File: config.mk
export PLATFORM = sky130hd
export DESIGN_NAME = regfile_write_arbiter
export DESIGN_NICKNAME = d
export VERILOG_FILES = /design/src/rtl/regfile_write_arbiter_pkg.sv /design/src/rtl/regfile_write_arbiter_picker.sv /design/src/rtl/regfile_write_arbiter.sv
export SDC_FILE = /design/constraint.sdc
export NUM_CORES = 1
export LEC_CHECK = 0
export CORE_MARGIN = 1
export CORE_UTILIZATION = 50
export DETAILED_ROUTE_END_ITERATION = 16
export DONT_BUFFER_PORTS = 1
export HOLD_SLACK_MARGIN = 0.03
export SLEW_MARGIN = 20
export SYNTH_ARGS = -nofsm -noshare
export SYNTH_HDL_FRONTEND = slang
export SYNTH_SLANG_ARGS = --single-unit
File: constraint.sdc
create_clock -name Clock -period 4.6 [get_ports Clock]
set_input_delay 1.38 -clock Clock [delete_from_list [all_inputs] [get_ports Clock]]
set_output_delay 1.38 -clock Clock [all_outputs]
set_load 0.1 [all_outputs]
File: src/rtl/regfile_write_arbiter_pkg.sv
// Shared register-file geometry and helpers for the regfile write arbiter.
// Consumers import regfile_write_arbiter_pkg::*.
package regfile_write_arbiter_pkg;

    localparam int RF_DATA_W   = 16;
    localparam int RF_ADDR_W   = 4;
    localparam int RF_NUM_REGS = 16;

    localparam int          CNT_W   = 16;
    localparam logic [15:0] CNT_MAX = 16'hFFFF;

    // Requester index `offset` places after `last` in round-robin order over n requesters.
    function automatic logic [1:0] rr_index(input logic [1:0] last, input int offset, input int n);
        int s;
        s = (int'(last) + offset) % n;
        return s[1:0];
    endfunction

endpackage

File: src/rtl/regfile_write_arbiter_picker.sv
// Combinational round-robin picker: searches upward from the requester after last_grant.
// Produces a one-hot grant plus its encoded index.
module rr_priority_picker
    import regfile_write_arbiter_pkg::*;
#(
    parameter int NUM_REQ = 2
) (
    input  logic [NUM_REQ-1:0] req,
    input  logic [1:0]         last_grant,
    output logic [NUM_REQ-1:0] gnt,
    output logic [1:0]         gnt_idx
);

    logic       found;
    logic [1:0] idx;

    always_comb begin
        gnt     = '0;
        gnt_idx = '0;
        found   = 1'b0;
        idx     = '0;
        for (int k = 1; k <= NUM_REQ; k++) begin
            idx = rr_index(last_grant, k, NUM_REQ);
            if (!found && req[idx]) begin
                gnt[idx] = 1'b1;
                gnt_idx  = idx;
                found    = 1'b1;
            end
        end
    end

endmodule

File: src/rtl/regfile_write_arbiter.sv
// Round-robin arbiter sharing the register_file write port (WR/DA/D) between NUM_REQ
// requesters; write-port outputs are registered one cycle after the transfer.
module regfile_write_arbiter
    import regfile_write_arbiter_pkg::*;
#(
    parameter int DATA_W     = RF_DATA_W,
    parameter int ADDR_W     = RF_ADDR_W,
    parameter int NUM_REQ    = 2,
    parameter bit PROTECT_R0 = 1'b0
) (
    input  logic                      Clock,
    input  logic                      Reset,
    input  logic                      Freeze,
    input  logic [NUM_REQ-1:0]        req_valid,
    input  logic [NUM_REQ*ADDR_W-1:0] req_addr,
    input  logic [NUM_REQ*DATA_W-1:0] req_data,
    output logic [NUM_REQ-1:0]        req_ready,
    output logic                      WR,
    output logic [ADDR_W-1:0]         DA,
    output logic [DATA_W-1:0]         D,
    output logic [1:0]                grant_id,
    output logic [CNT_W-1:0]          conflict_count
);

    // Handshake: a transfer on requester i happens at a rising Clock edge when
    // req_valid[i] & req_ready[i]; requesters hold valid/addr/data stable until then.
    // req_ready is combinational and at most one bit is set.

    logic [NUM_REQ-1:0] req_eligible;
    logic [NUM_REQ-1:0] gnt;
    logic [1:0]         gnt_idx;
    logic               xfer;
    logic               drop_r0;
    logic               lose;
    logic [ADDR_W-1:0]  sel_addr;
    logic [DATA_W-1:0]  sel_data;

    logic [1:0]         last_grant_d, last_grant_q;
    logic               wr_d, wr_q;
    logic [ADDR_W-1:0]  da_d, da_q;
    logic [DATA_W-1:0]  d_d, d_q;
    logic [1:0]         grant_id_d, grant_id_q;
    logic [CNT_W-1:0]   cnt_d, cnt_q;

    assign req_eligible = Freeze ? '0 : req_valid;

    rr_priority_picker #(.NUM_REQ(NUM_REQ)) u_picker (
        .req        (req_eligible),
        .last_grant (last_grant_q),
        .gnt        (gnt),
        .gnt_idx    (gnt_idx)
    );

    always_comb begin
        sel_addr = '0;
        sel_data = '0;
        for (int i = 0; i < NUM_REQ; i++) begin
            if (gnt[i]) begin
                sel_addr = req_addr[i*ADDR_W +: ADDR_W];
                sel_data = req_data[i*DATA_W +: DATA_W];
            end
        end
    end

    assign xfer    = |gnt;
    assign drop_r0 = PROTECT_R0 && (sel_addr == '0);
    assign lose    = !Freeze && |(req_valid & ~gnt);

    // A dropped R0 write still consumes the grant, but leaves DA/D untouched.
    always_comb begin
        last_grant_d = xfer ? gnt_idx : last_grant_q;
        wr_d         = xfer && !drop_r0;
        da_d         = wr_d ? sel_addr : da_q;
        d_d          = wr_d ? sel_data : d_q;
        grant_id_d   = wr_d ? gnt_idx : grant_id_q;
        cnt_d        = cnt_q;
        if (lose && cnt_q != CNT_MAX) begin
            cnt_d = cnt_q + 1'b1;
        end
    end

    always_ff @(posedge Clock or negedge Reset) begin
        if (!Reset) begin
            last_grant_q <= 2'(NUM_REQ - 1);
            wr_q         <= 1'b0;
            da_q         <= '0;
            d_q          <= '0;
            grant_id_q   <= '0;
            cnt_q        <= '0;
        end else begin
            last_grant_q <= last_grant_d;
            wr_q         <= wr_d;
            da_q         <= da_d;
            d_q          <= d_d;
            grant_id_q   <= grant_id_d;
            cnt_q        <= cnt_d;
        end
    end

    assign req_ready      = gnt;
    assign WR             = wr_q;
    assign DA             = da_q;
    assign D              = d_q;
    assign grant_id       = grant_id_q;
    assign conflict_count = cnt_q;

endmodule
==> key figures <==
Routing
  • Vias per cell: 6.29
  • Final wirelength: 3540 um
  • Iteration-0 DRC count of the detailed router: 121
  • Via Count: 1290
  • Final antenna-violating net count: 0
  • Drt pass-1 iters: 4
  • DRC viols: 0
  • Per-cell routed wire length: 17.3 um

Yosys
  • Cell variety after synth: 37
  • Cell taking the most area after synthesis: dfrtp_1
  • List of most frequent post-synthesis cells: dfrtp_1, inv_1, a222oi_1, xor2_1, nand2_1
  • Sequential-to-total area share from yosys stat: 54.6%
  • Largest cells by area after synthesis: dfrtp_1, a222oi_1, xor2_1, inv_1, dfstp_2
  • Syn. warnings: 0
  • Syn Nets: 198
  • Syn Area/Cell: 11.8 um^2
  • Synthesized area: 1790 um^2
  • Most numerous cell in the Yosys netlist: dfrtp_1
  • Post-synth top area share: 53.1%
  • Post-synth EDFFs: 0
  • Async SR Flop Fraction: 100%
  • Main synth FF type: dfrtp_1
  • Cells after Synth: 152
  • Yosys reg bits: 39

Clock tree
  • Clk_lat worst skew: 340 ps
  • Clock transition at path regs: 110 ps
  • CTS Buffer Depth: 2
  • CTS Hold Buffers Added: 0
  • CTS Buf Count: 5
  • CTS tree: done
  • Depth of the CTS H-tree: 2
  • CTS resizes: 0
  • Sink Count: 39
  • Post-CTS Setup Bufs: 0
  • CTS root buffer: clkbuf_4

Job
  • Reported max-cap violation count: 0

Power
  • Worst VDD drop: 0.452 mV
  • Clock share of power: 19.2%
  • Lkg Pwr: 0.000999 uW
  • Net switching power: 639 uW
  • Pwr/cell area: 623 nW/um^2
  • Comb pwr share: 20.4%
  • Int Power: 588 uW
  • Switching share of power: 52.1%
  • Sequential power share: 60.4%

Timing
  • Clock Skew: 10.0 ps
  • Final total negative setup slack: 0 ps
  • Fin worst setup slack: 1070 ps
  • Unrepaired setup endpoints after global routing: no
  • Finish-stage setup viols: 0
  • Relative slew slack: 28.4%
  • Max Slew Vio Count: 0
  • Final Hold Viols: 0
  • Final worst-path cycle share: 76.7%
  • Least-Margin Pin Slew: 1070 ps
  • Minimum clock period: 3530 ps
  • Fmax: 283 MHz

Floorplanning
  • Core Rows: 21
  • Die width: 61.8 um
  • Die Ht: 61.8 um
  • Die area: 3820 um^2
  • Ports: 86
  • Starting Density: 52.8%
  • Core Area: 3390 um^2

Placed design
  • Post-Place Setup Slack: 1070 ps
  • RePlAce Congestion: 0.782
  • PortBufs: 0
  • DP HPWL: 2590 um

Global route
  • First-pass GRT wire length: 5200 um
  • Gr ovfl total: 0
  • Initial antenna violation count: 0
  • Tot GR Track Use: 19.4%
  • Largest net degree at the start of global routing: 40
  • Vias in the first global route: 1152

Final layout
  • Ant. Diodes: 0
  • Layout area overhead: 9.92%
  • Fillers: 298
  • Layout cell share with drive strength beyond 1: 18.2%
  • Total Nets Final: 204

Critical path
  • Critical path, cell by cell: nand2b_1, a21oi_4
  • Setup crit start kind: input pin
  • CP endpoint kind: output port
  • Critical Path RT: 3220 ps
  • Crit path max fanout: 5
  • Crit path buf inv count: 0
  • WP data arrival: 2150 ps
  • Worst path slowest cell: a21oi_4
  • Crit-path leading delay family: compound AO/OA/AOI/OAI gates
  • Crit path kind: in2out
  • Slowest cell delay on critical path: 600 ps

Run status
  • Status: complete, no violations

Hold path
  • Hold Crit Class: reg2reg
## layer usage
metal  track usage, %  part of all wire, %
met1             24.8                   40
met5                0                    0
met2             30.4                   51
met3             6.63                  7.4
met4             7.62                  1.5
## power groups by stage
stage	clock network (uW)	registers [uW]	logic, uW
after floorplan	0	848	93.0
after global placement	0	746	245
after detailed placement	0	748	252
after CTS	244	742	253
after global routing	263	749	270
final	235	741	251
## tightest hold or removal path, cell delays in order, from the launching register on
cell     delay, ps
dfstp_2        410
nand2_1         50
o21ai_0         70
## per-stage QoR
stage | total power, uW | instance area, um^2 | utilization, % | hold WS (ps) | instances
after floorplan | 941 | 1790 | - | 470 | 152
after global placement | 991 | 1880 | 55.5 | 505 | 197
after detailed placement | 1000 | 1880 | 55.5 | 520 | 197
after CTS | 1240 | 1970 | 58.1 | 537 | 205
after global routing | 1280 | 1970 | 58.1 | 553 | 205
final | 1230 | 1970 | 58.1 | 526 | 205
## placed cells by master (no fill, tap or decap), types with 2 or more instances in the layout
cell type  netlist  routed
dfrtp_1         38      38
nor4_1           4       4
inv_1           22      22
a21oi_4          0       2
nand4_1          3       3
xor2_1          13      13
nand2_1          7       7
clkbuf_4         0       5
buf_4            1       7
nand3_1          4       4
a222oi_1        20      20
nor4_2           2       2
nor3_1           5       5
nand2b_1         2       2
## flip-flops by register name, indices dropped and copies added (netlist names)
name            count
D                  16
DA                  4
WR                  1
conflict_count     16
grant_id            1
last_grant_q        1
## logic make-up after synthesis
group                      after synthesis  synth area share [%]
and+or+nand+nor                         40                  16.4
DFF                                     39                  54.6
buffers and inverters                   30                  6.92
AOI/OAI and AO/OA                       25                  12.9
xor gates and xnor gates                14                  6.85
muxes                                    2                  1.47
adders and majority gates                1                 0.699
other                                    1                 0.209
## worst paths after layout
| kind | startpoint | to | slack (ps) | depth (start not counted) |
|---|---|---|---|---|
| setup / recovery | Freeze | req_ready[1] | 1070 | 2 |
| hold / removal | last_grant_q[0] | last_grant_q[0] | 530 | 2 |
| setup reg to reg | conflict_count[1] | conflict_count[10] | 1670 | 5 |
| hold reg to reg | last_grant_q[0] | last_grant_q[0] | 530 | 2 |
| max in group asynchronous | Reset | last_grant_q[0] | 3720 | 0 |
| min in group asynchronous | Reset | conflict_count[3] | 710 | 0 |
## area by class of cell
class	instances	area, um^2	share of cell area, %
flip-flops and latches	39	977	49.7
multi-input cells	83	712	36.2
inverters	22	82.6	4.20
well taps	46	57.6	2.92
repair buffers	7	52.6	2.67
clock buffers	6	51.3	2.61
clock inverters	2	35.0	1.78
No activity file was read; power rests on OpenSTA's default activity.
